==> src/rtl/demux_stream_router.sv <==
// demux_stream_router: registered, flow-controlled 1-to-M demultiplexer.
// Each output channel owns a one-entry holding register. Unicast words go to
// the channel chosen by in_sel, and broadcast words load every channel at once.
// Words addressed beyond the last channel are accepted, discarded and counted.
module demux_stream_router #(
    parameter int N  = 8,
    parameter int M  = 4,
    parameter int SW = $clog2(M)
) (
    input  logic                clk,
    input  logic                rst,
    input  logic                in_valid,
    output logic                in_ready,
    input  logic [N-1:0]        in_data,
    input  logic [SW-1:0]       in_sel,
    input  logic                in_bcast,
    output logic [M-1:0]        out_valid,
    input  logic [M-1:0]        out_ready,
    output logic [M-1:0][N-1:0] out_data,
    output logic [7:0]          drop_cnt
);

    // Holding registers and the discard counter.
    logic [M-1:0]        r_valid;
    logic [M-1:0][N-1:0] r_data;
    logic [7:0]          r_drop_cnt;

    // Decode and handshake wires.
    logic [M-1:0] w_free;      // channel empty or draining this cycle
    logic [M-1:0] w_hit;       // one-hot decode of in_sel
    logic         w_sel_ok;    // in_sel names an existing channel
    logic         w_sel_free;  // the addressed channel can take a word
    logic         w_accept;    // input transfer this cycle
    logic [M-1:0] w_load;      // per-channel load strobe
    logic         w_drop;      // accepted word is discarded

    // Select decode, ready generation and per-channel load strobes.
    // in_ready only depends on in_sel, in_bcast and channel state, never on in_valid/in_data.
    always_comb begin
        // NOTE: every signal driven here gets a default first, so no path leaves it unassigned (no latch).
        w_free     = ~r_valid | out_ready;
        w_hit      = '0;
        w_sel_ok   = 1'b0;
        w_sel_free = 1'b0;
        in_ready   = 1'b1;
        w_accept   = 1'b0;
        w_load     = '0;
        w_drop     = 1'b0;

        for (int k = 0; k < M; k++) begin
            w_hit[k] = (in_sel == SW'(k));
        end
        w_sel_ok   = |w_hit;
        w_sel_free = |(w_hit & w_free);

        // Broadcast needs every channel free (no partial broadcast); an
        // out-of-range select is always ready because the word is just dropped.
        if (in_bcast) begin
            in_ready = &w_free;
        end else if (w_sel_ok) begin
            in_ready = w_sel_free;
        end else begin
            in_ready = 1'b1;
        end

        w_accept = in_valid & in_ready;
        if (w_accept) begin
            w_load = in_bcast ? {M{1'b1}} : w_hit;
        end
        w_drop = w_accept & ~in_bcast & ~w_sel_ok;
    end

    // Channel holding registers: load wins over drain, so a simultaneous
    // drain and load keeps valid high with the new word and no bubble.
    always_ff @(posedge clk) begin
        // NOTE: state is updated with non-blocking assignments so every register samples pre-edge values.
        if (rst) begin
            r_valid <= '0;
            // NOTE: the data registers are reset too because consumers are promised zero data after reset.
            r_data  <= '0;
        end else begin
            for (int k = 0; k < M; k++) begin
                if (w_load[k]) begin
                    r_data[k]  <= in_data;
                    r_valid[k] <= 1'b1;
                end else if (out_ready[k]) begin
                    r_valid[k] <= 1'b0;
                end
            end
        end
    end

    // Saturating count of words discarded for an out-of-range select.
    always_ff @(posedge clk) begin
        if (rst) begin
            r_drop_cnt <= '0;
        end else if (w_drop && (r_drop_cnt != 8'hFF)) begin
            r_drop_cnt <= r_drop_cnt + 8'd1;
        end
    end

    assign out_valid = r_valid;
    assign out_data  = r_data;
    assign drop_cnt  = r_drop_cnt;

endmodule

==> config.mk <==
export PLATFORM = sky130hd
export DESIGN_NAME = demux_stream_router
export DESIGN_NICKNAME = d
export VERILOG_FILES = /design/src/rtl/demux_stream_router.sv
export SDC_FILE = /design/constraint.sdc
export NUM_CORES = 1
export LEC_CHECK = 0
export BUFFER_PORTS_ARGS = -buffer_cell sky130_fd_sc_hd__buf_4
export CAP_MARGIN = 25
export CORE_UTILIZATION = 53
export CTS_BUF_LIST = sky130_fd_sc_hd__clkbuf_16
export DETAILED_ROUTE_END_ITERATION = 7
export PLACE_DENSITY = 0.9
export SYNTH_ARGS = -nofsm -noshare
export SYNTH_HDL_FRONTEND = slang
export SYNTH_SLANG_ARGS = --single-unit
==> constraint.sdc <==
create_clock -name clk -period 4 [get_ports clk]
set_clock_uncertainty 0.05 [all_clocks]
set_input_delay 0.8 -clock clk [delete_from_list [all_inputs] [get_ports clk]]
set_output_delay 0.8 -clock clk [all_outputs]
set_load 0.1 [all_outputs]
==> results of run 1 <==
[critical path, stage by stage]
cell      delay (ps)
buf_4             80
nand2b_1         320
and4_4           320
o21ai_0           90
o21ai_1           90
buf_4            300
[logic make-up after synthesis]
family | share of synthesized area, %
DFF | 47.7
muxes | 9.22
and+or+nand+nor | 21.6
AOI/OAI and AO/OA | 18.0
buffers and inverters | 3.46
[power by group]
part	switching (mW)	leakage [nW]	total [mW]	internal, mW
registers	0.0130	0.359	0.475	0.462
clock network	0.152	0.0709	0.376	0.224
logic	0.245	0.656	0.325	0.0800
total	0.410	1.09	1.18	0.766
[routing by layer]
layer / share of wire (%) / wire length (um) / up-vias / track usage, %
li1: - / - / 757 / -
met1: 44 / 1890 / 730 / 29.5
met2: 49 / 2100 / 47 / 41.0
met3: 4.5 / 190 / 8 / 6.93
met4: 2.1 / 89 / 0 / 9.42
met5: 0 / 0 / - / 0
[final cells by class]
class,instances,area [um2]
clock buffer,5,125
sequential,44,881
clock inverter,2,8.76
tap,46,57.6
multi-input combinational,126,901
timing repair buffer,63,473
fill,254,891
[state kept, by name, summed over array words and instances (netlist names)]
| register | cells |
|---|---|
| drop_cnt | 8 |
| out_data | 32 |
| out_valid | 4 |
[through the flow]
stage	power, mW	area, um2	util, %	instances
global placement	0.803	2310	69.3	279
detailed placement	0.807	2310	69.3	279
CTS	1.18	2450	73.3	286
global route	1.22	2450	73.3	286
floorplan	0.737	1850	-	180
finish	1.18	2450	73.3	286
[worst max-delay path by stage]
stage / from / depth (start not counted) / to / slack [ps]
4_1_cts: out_ready[3] / 6 / in_ready / 1160
3_3_place_gp: out_ready[2] / 6 / in_ready / 1210
5_1_grt: out_ready[3] / 6 / in_ready / 1040
2_1_floorplan: out_valid[3] / 5 / in_ready / 480
6_report: out_ready[3] / 6 / in_ready / 1140
3_5_place_dp: out_ready[3] / 6 / in_ready / 1170
[cell usage after synthesis, types with 2 or more instances]
| cell type | n | area (um2) |
|---|---|---|
| o21ai_0 | 3 | 15.0 |
| o41ai_4 | 2 | 55.1 |
| dfxtp_1 | 44 | 881 |
| nand2b_1 | 28 | 175 |
| and2b_4 | 3 | 30.0 |
| o21ai_1 | 15 | 75.1 |
| mux2i_1 | 17 | 170 |
| nand3_1 | 16 | 80.1 |
| nor2b_1 | 9 | 56.3 |
| buf_4 | 3 | 22.5 |
| clkbuf_1 | 4 | 15.0 |
| o41a_4 | 2 | 42.5 |
| a21oi_1 | 21 | 105 |
| buf_6 | 2 | 22.5 |
==> key figures, run 1 <==
Outcome
  • Status: finished clean

Setup path
  • Worst setup EP type: output pin
  • RR Endpoint: out_data[3]
  • R2R Setup Slk: 2320 ps
  • Reg2Reg Depth: 5
  • Reg2reg start: out_valid[3]
  • Critical Path RT: 3150 ps
  • Crit start category: primary input
  • Crit Path Class: primary input to output pin
  • Crit-path max FO: 10
  • CP Data Arrival Time: 2010 ps

Global routing
  • Total GRT Usage: 24.3%
  • First-pass GRT wire length: 6.48 mm
  • Initial antenna violation count: 0
  • Gr ovfl total: 0
  • Largest net degree at the start of global routing: 53
  • Vias in the first global route: 1,375

Route
  • Via Count: 1,542
  • Residual DRC: 0
  • Final ANT Viol Nets: 0
  • Vias/cell: 5.39
  • WL/cell: 14.9 um
  • WL final: 4.26 mm
  • Drt pass-1 iters: 4
  • 1st-iter DRT viols: 101

Floorplanning
  • Die X: 61.0 um
  • Core Region: 3340 um2
  • Vert. Die Dim: 61.0 um
  • # rows: 21
  • Initial cell density of the core: 55.3%
  • Io pins: 63
  • Die ar.: 3720 um2

Clocking
  • CTS root buffer: clkbuf_16
  • H-Tree Depth: 2
  • Post-CTS Setup Inserts: 0
  • Clock-pin slew on the worst setup and hold paths: 50 ps
  • CTS tree: yes
  • Post-cts gate resize count: 0
  • Clock Tree Buf Depth: 2
  • Sink Count: 44
  • CTS Buf Count: 5
  • Clk_lat worst skew: 280 ps
  • Post-CTS Hold Buffers: 0

Finish
  • Antenna cells: 0
  • Layout cells sized above 1: 33.3%
  • Commonest non-fill, non-tap cell in the layout: buf_4
  • Synth-to-Final Area Change: 32.5%
  • Nets: 258
  • Commonest cells after routing, fill and taps aside: buf_4, dfxtp_1, nand2b_1, a21oi_1, mux2i_1

Timing
  • Fin. Hold Viols: 0
  • RSZ-0062 raised after global routing: no
  • Hold WS: 417 ps
  • Max transition margin: 65.6%
  • Minimum clock period: 2860 ps
  • Worst-margin pin slew: 515 ps
  • # setup viols final: 0
  • Slew Limit Fails: 0
  • Sum of negative setup slack: 0 ps
  • Share of the clock period used by the worst path after layout: 71.5%
  • Highest clock rate: 349 MHz
  • PnR worst setup slack: 1140 ps

Synthesis
  • Post-synth EDFFs: 0
  • Part of the Yosys area used for sequential elements: 47.7%
  • Synth Net Count: 198
  • Number of synthesized register bits: 44
  • Ys flop type: dfxtp_1
  • Synth unique cells: 25
  • Cells after Synth: 180
  • Async S/R FF share, synth: 0%
  • Synthesized area: 1850 um2
  • Yosys warns: 0
  • Syn_area_per_cell: 10.3 um2

Placement
  • GP Congestion: 0.875
  • DP Worst Slack: 1170 ps
  • Post-DP HPWL: 2.91 mm
  • PortBufs: 62

Min path
  • Hold Path End: drop_cnt[5]
  • Hold Crit Class: flop to flop
  • Hold path depth: 1
  • Hold path start: drop_cnt[5]

Power
  • Power Density: 481 nW/um2
  • Lkg Pwr: 1.09 nW
  • Worst vdd ir: 0.000283 V

Flow run
  • Maxcap violations: 0
No activity file was read; power rests on OpenSTA's default activity.
==> run 2, diff against run 1 <==
--- a/config.mk
+++ b/config.mk
@@ -7,10 +7,10 @@
 export LEC_CHECK = 0
 export BUFFER_PORTS_ARGS = -buffer_cell sky130_fd_sc_hd__buf_4
 export CAP_MARGIN = 25
-export CORE_UTILIZATION = 53
+export CORE_UTILIZATION = 44
 export CTS_BUF_LIST = sky130_fd_sc_hd__clkbuf_16
 export DETAILED_ROUTE_END_ITERATION = 7
-export PLACE_DENSITY = 0.9
+export PLACE_DENSITY = 0.8
 export SYNTH_ARGS = -nofsm -noshare
 export SYNTH_HDL_FRONTEND = slang
 export SYNTH_SLANG_ARGS = --single-unit
==> constraint.sdc (replaced) <==
create_clock -name clk -period 2.4 [get_ports clk]
set_clock_uncertainty 0.05 [all_clocks]
set_input_delay 0.48 -clock clk [delete_from_list [all_inputs] [get_ports clk]]
set_output_delay 0.48 -clock clk [all_outputs]
set_load 0.1 [all_outputs]
==> run 2 against run 1 <==
Against the previous run: combinational power up 68%; worst hold slack improved by 0.66 ps; die area up 20%; clock power increased by 100%; non-clock buffer count increased by 3; sequential cell count is the same; critical path depth unchanged; first-iteration DRC count is 30% lower; global-route usage is 5.0 points lower; setup slack worse by 880 ps; register-to-register slack worse by 1400 ps; sequential power rose by 67%; highest routed layer unchanged.
==> key figures, run 2 (same netlist as run 1, synthesis figures left out) <==
Outcome
  • Status: finished clean

Clocking
  • Sink Count: 44
  • Clk_lat worst skew: 280 ps
  • H-Tree Depth: 2
  • Post-cts gate resize count: 0
  • CTS root buffer: clkbuf_16
  • Clock-pin slew on the worst setup and hold paths: 60 ps
  • Post-CTS Hold Buffers: 0
  • Clock Tree Buf Depth: 2
  • CTS Buf Count: 5
  • Post-CTS Setup Inserts: 0
  • CTS tree: yes

Setup path
  • Critical Path RT: 1870 ps
  • CP dominant cell by count: buf_4
  • CP Cell Sequence: buf_4 > nand2b_1 > and4_4 > o21ai_0 > o21ai_4 > buf_4
  • CP Data Arrival Time: 1610 ps
  • Worst setup EP type: output pin
  • Crit Path Class: primary input to output pin
  • Crit start category: primary input
  • Delay of the slowest cell on the worst path: 310 ps
  • Crit-path max FO: 4
  • CP max-delay cell: o21ai_0

Finish
  • Max reg flops: 32
  • Finished Layout Cells: 294
  • Final instance area: 2520 um2
  • Commonest non-fill, non-tap cell in the layout: buf_4
  • Synth-to-Final Area Change: 36.7%
  • Layout cells sized above 1: 36.5%
  • Antenna cells: 0
  • Nets: 261
  • Commonest cells after routing, fill and taps aside: buf_4, dfxtp_1, nand2b_1, a21oi_1, mux2i_1

Route
  • Vias/cell: 5.24
  • Final ANT Viol Nets: 0
  • Via Count: 1,541
  • Drt pass-1 iters: 4
  • 1st-iter DRT viols: 71
  • WL final: 4.15 mm
  • WL/cell: 14.1 um
  • Residual DRC: 0

Timing
  • PnR worst setup slack: 256 ps
  • Share of the clock period used by the worst path after layout: 89.3%
  • Slew Limit Fails: 0
  • Minimum clock period: 2140 ps
  • Fin. Hold Viols: 0
  • Highest clock rate: 466 MHz
  • RSZ-0062 raised after global routing: no
  • Max transition margin: 65.8%
  • Worst-margin pin slew: 511 ps
  • # setup viols final: 0
  • Sum of negative setup slack: 0 ps

Global routing
  • First-pass GRT wire length: 6.38 mm
  • GRT met1 Usage: 24.4%
  • Gr ovfl total: 0
  • Initial antenna violation count: 0
  • GRT met2 Usage: 30.2%
  • Grt met3 use: 4.45%
  • Total GRT Usage: 19.3%
  • Vias in the first global route: 1,397
  • Largest net degree at the start of global routing: 53
  • Most Crowded Layer GR: met2

Placement
  • DP Area: 2350 um2
  • Placed cells: 286
  • GP Congestion: 0.891
  • DP Worst Slack: 252 ps
  • PortBufs: 62
  • Post-DP HPWL: 2.90 mm

Floorplanning
  • Io pins: 63
  • # rows: 23
  • Initial cell density of the core: 46.1%
  • Die X: 66.8 um
  • Core Region: 4000 um2
  • Die ar.: 4460 um2
  • Vert. Die Dim: 66.8 um

Flow run
  • Maxcap violations: 0

Power
  • Power Density: 832 nW/um2
  • Worst vdd ir: 0.000538 V
  • Lkg Pwr: 1.11 nW

Min path
  • Hold Crit Class: flop to flop
[run 2: worst max-delay path: cells and delay by family]
| kind | cells | cell delay (ps) |
|---|---|---|
| compound gates | 2 | 390 |
| simple gates | 2 | 390 |
| buf+inv | 2 | 350 |
[run 2: worst paths after layout]
kind	startpoint	end	slack, ps	depth (start not counted)
setup / recovery	out_ready[2]	in_ready	260	6
hold / removal	drop_cnt[6]	drop_cnt[6]	420	1
setup reg to reg	out_valid[1]	out_data[25]	880	4
hold reg to reg	drop_cnt[6]	drop_cnt[6]	420	1
[run 2: layout make-up]
class	count	area [um2]
Clock inverter	3	42.5
Sequential cell	44	885
Timing Repair Buffer	66	495
Fill cell	350	1480
Tap cell	50	62.6
Clock buffer	5	125
Multi-Input combinational cell	126	912
[run 2: per-layer routing]
layer / share of wire (%) / wire length (um) / up-vias
li1: - / - / 765
met1: 45 / 1890 / 708
met2: 46 / 1920 / 58
met3: 6.1 / 254 / 10
met4: 2.2 / 91 / 0
met5: 0 / 0 / -
[run 2: per-stage QoR]
| step | hold WS, ps | util (%) | total power, mW |
|---|---|---|---|
| finish | 418 | 63.1 | 2.10 |
| global route | 429 | 63.1 | 2.17 |
| CTS | 419 | 63.1 | 2.12 |
| detailed placement | 406 | 58.9 | 1.35 |
| global placement | 405 | 58.9 | 1.35 |
| floorplan | 578 | - | 1.23 |
[run 2: where the power goes]
group	internal [mW]	switching [mW]	total [mW]
sequential	0.770	0.0227	0.793
combinational	0.137	0.408	0.545
clock	0.488	0.271	0.759
total	1.40	0.702	2.10
==> run 3, diff against run 2 <==
--- a/config.mk
+++ b/config.mk
@@ -5,12 +5,16 @@
 export SDC_FILE = /design/constraint.sdc
 export NUM_CORES = 1
 export LEC_CHECK = 0
+export ABC_CLOCK_PERIOD_IN_PS = 2400
 export BUFFER_PORTS_ARGS = -buffer_cell sky130_fd_sc_hd__buf_4
 export CAP_MARGIN = 25
-export CORE_UTILIZATION = 44
+export CELL_PAD_IN_SITES_DETAIL_PLACEMENT = 2
+export CELL_PAD_IN_SITES_GLOBAL_PLACEMENT = 2
+export CORE_UTILIZATION = 27
 export CTS_BUF_LIST = sky130_fd_sc_hd__clkbuf_16
 export DETAILED_ROUTE_END_ITERATION = 7
-export PLACE_DENSITY = 0.8
+export HOLD_SLACK_MARGIN = 0.05
+export PLACE_DENSITY = 0.81
 export SYNTH_ARGS = -nofsm -noshare
 export SYNTH_HDL_FRONTEND = slang
 export SYNTH_SLANG_ARGS = --single-unit
==> run 3 against run 2 <==
Against the previous run: the run now ends with design-rule violations left; critical path type unchanged; largest cell class unchanged; cell area grew 1.3%; combinational power grew 2%; clock-buffer cell count is the same; critical endpoint unchanged; sequential power is essentially flat; largest power group unchanged; setup slack lost 23 ps.
==> key figures, run 3 (same netlist as run 1, synthesis figures left out) <==
Outcome
  • Status: finished, violations left
  • Failing checks: design-rule violations

Clocking
  • Post-CTS Setup Inserts: 0
  • Clock Tree Buf Depth: 2
  • Clk_lat worst skew: 290 ps
  • Post-cts gate resize count: 0
  • Sink Count: 44
  • CTS Buf Count: 5
  • H-Tree Depth: 2
  • Post-CTS Hold Buffers: 0
  • CTS tree: yes
  • Clock-pin slew on the worst setup and hold paths: 60 ps
  • CTS root buffer: clkbuf_16

Setup path
  • Reg2Reg Depth: 4
  • CP max-delay cell: o21ai_0
  • CP dominant cell by count: buf_4
  • Crit start category: primary input
  • CP Cell Sequence: buf_4 > nand2b_1 > and4_4 > o21ai_0 > o21ai_4 > buf_4
  • Crit Path Class: primary input to output pin
  • Delay of the slowest cell on the worst path: 330 ps
  • Worst setup EP type: output pin
  • Crit-path max FO: 4
  • CP Data Arrival Time: 1640 ps
  • Reg2reg start: out_valid[0]
  • CP Launch Point: out_ready[2]
  • Critical Path RT: 1870 ps

Placement
  • Post-DP HPWL: 3.88 mm
  • PortBufs: 62
  • DP Worst Slack: 226 ps
  • Placed cells: 313
  • GP Congestion: 0.772

Timing
  • Slew Limit Fails: 0
  • Sum of negative setup slack: 0 ps
  • Highest clock rate: 462 MHz
  • Share of the clock period used by the worst path after layout: 90.3%
  • Fin. Hold Viols: 0
  • Worst-margin pin slew: 579 ps
  • Max transition margin: 61.3%
  • # setup viols final: 0
  • PnR worst setup slack: 233 ps
  • RSZ-0062 raised after global routing: no
  • Minimum clock period: 2170 ps

Finish
  • Final core occ: 39.6%
  • Synth-to-Final Area Change: 38.5%
  • Max reg flops: 32
  • Commonest cells after routing, fill and taps aside: buf_4, dfxtp_1, nand2b_1, a21oi_1, mux2i_1
  • Nets: 261
  • Fillcell total: 730
  • Antenna cells: 0
  • Commonest non-fill, non-tap cell in the layout: buf_4
  • Finished Layout Cells: 321
  • Layout cells sized above 1: 36.1%

Global routing
  • Vias in the first global route: 1,710
  • Initial antenna violation count: 0
  • Gr ovfl total: 0
  • Largest net degree at the start of global routing: 53
  • First-pass GRT wire length: 8.60 mm
  • Total GRT Usage: 15.6%

Floorplanning
  • Core Region: 6460 um2
  • Die ar.: 7170 um2
  • Io pins: 63
  • # rows: 29
  • Initial cell density of the core: 28.6%
  • Die X: 84.7 um
  • Vert. Die Dim: 84.7 um

Route
  • Drt pass-1 iters: 8
  • Vias/cell: 4.99
  • Final ANT Viol Nets: 0
  • Residual DRC: 4
  • Via Count: 1,601
  • 1st-iter DRT viols: 62
  • WL/cell: 17.1 um
  • WL final: 5.51 mm

Power
  • Power Density: 836 nW/um2
  • Total design power: 2.14 mW
  • Worst vdd ir: 0.000435 V
  • Lkg Pwr: 1.11 nW

Flow run
  • Maxcap violations: 0

Min path
  • Hold Crit Class: flop to flop
  • Hold path depth: 2
  • Hold path start: out_data[20]
==> run 3: cell types whose count changed in the layout (fill, tap and decap cells not counted) <==
cell        before  now
clkinvlp_4       1    0
clkinv_4         0    1
clkinv_2         1    0
clkinv_1         0    1
==> run 3: metal layers <==
layer  GRT usage, %  part of all wire [%]
met5              0                     0
met2           27.0                    49
met3           4.03                   5.8
met1           18.6                    43
met4           5.55                   1.7
==> run 3: power breakdown <==
| part | internal, mW | switching [mW] |
|---|---|---|
| sequential | 0.770 | 0.0237 |
| combinational | 0.138 | 0.418 |
| clock | 0.490 | 0.298 |
==> run 3: critical path: cells and delay by family <==
kind | cells | cell delay, ps
compound gates | 2 | 420
buf+inv | 2 | 350
simple gates | 2 | 380
==> run 3: cell type report <==
class                           count  area (um2)  area share (%)
Multi-Input combinational cell    126         912            35.7
Clock buffer                        5         125            4.89
Sequential cell                    44         885            34.6
Tap cell                           77        96.3            3.77
Timing Repair Buffer               66         495            19.4
Clock inverter                      3        42.5            1.66
==> run 3: stage by stage <==
| step | hold slack, ps | instance area [um2] |
|---|---|---|
| 3_5_place_dp | 409 | 2390 |
| 6_report | 416 | 2560 |
| 5_1_grt | 434 | 2560 |
| 2_1_floorplan | 578 | 1860 |
| 4_1_cts | 422 | 2560 |
| 3_3_place_gp | 404 | 2390 |
==> run 3: final timing paths <==
check	end	slack [ps]
setup / recovery	in_ready	230
hold / removal	out_data[20]	420
setup reg to reg	out_data[29]	780
hold reg to reg	out_data[20]	420
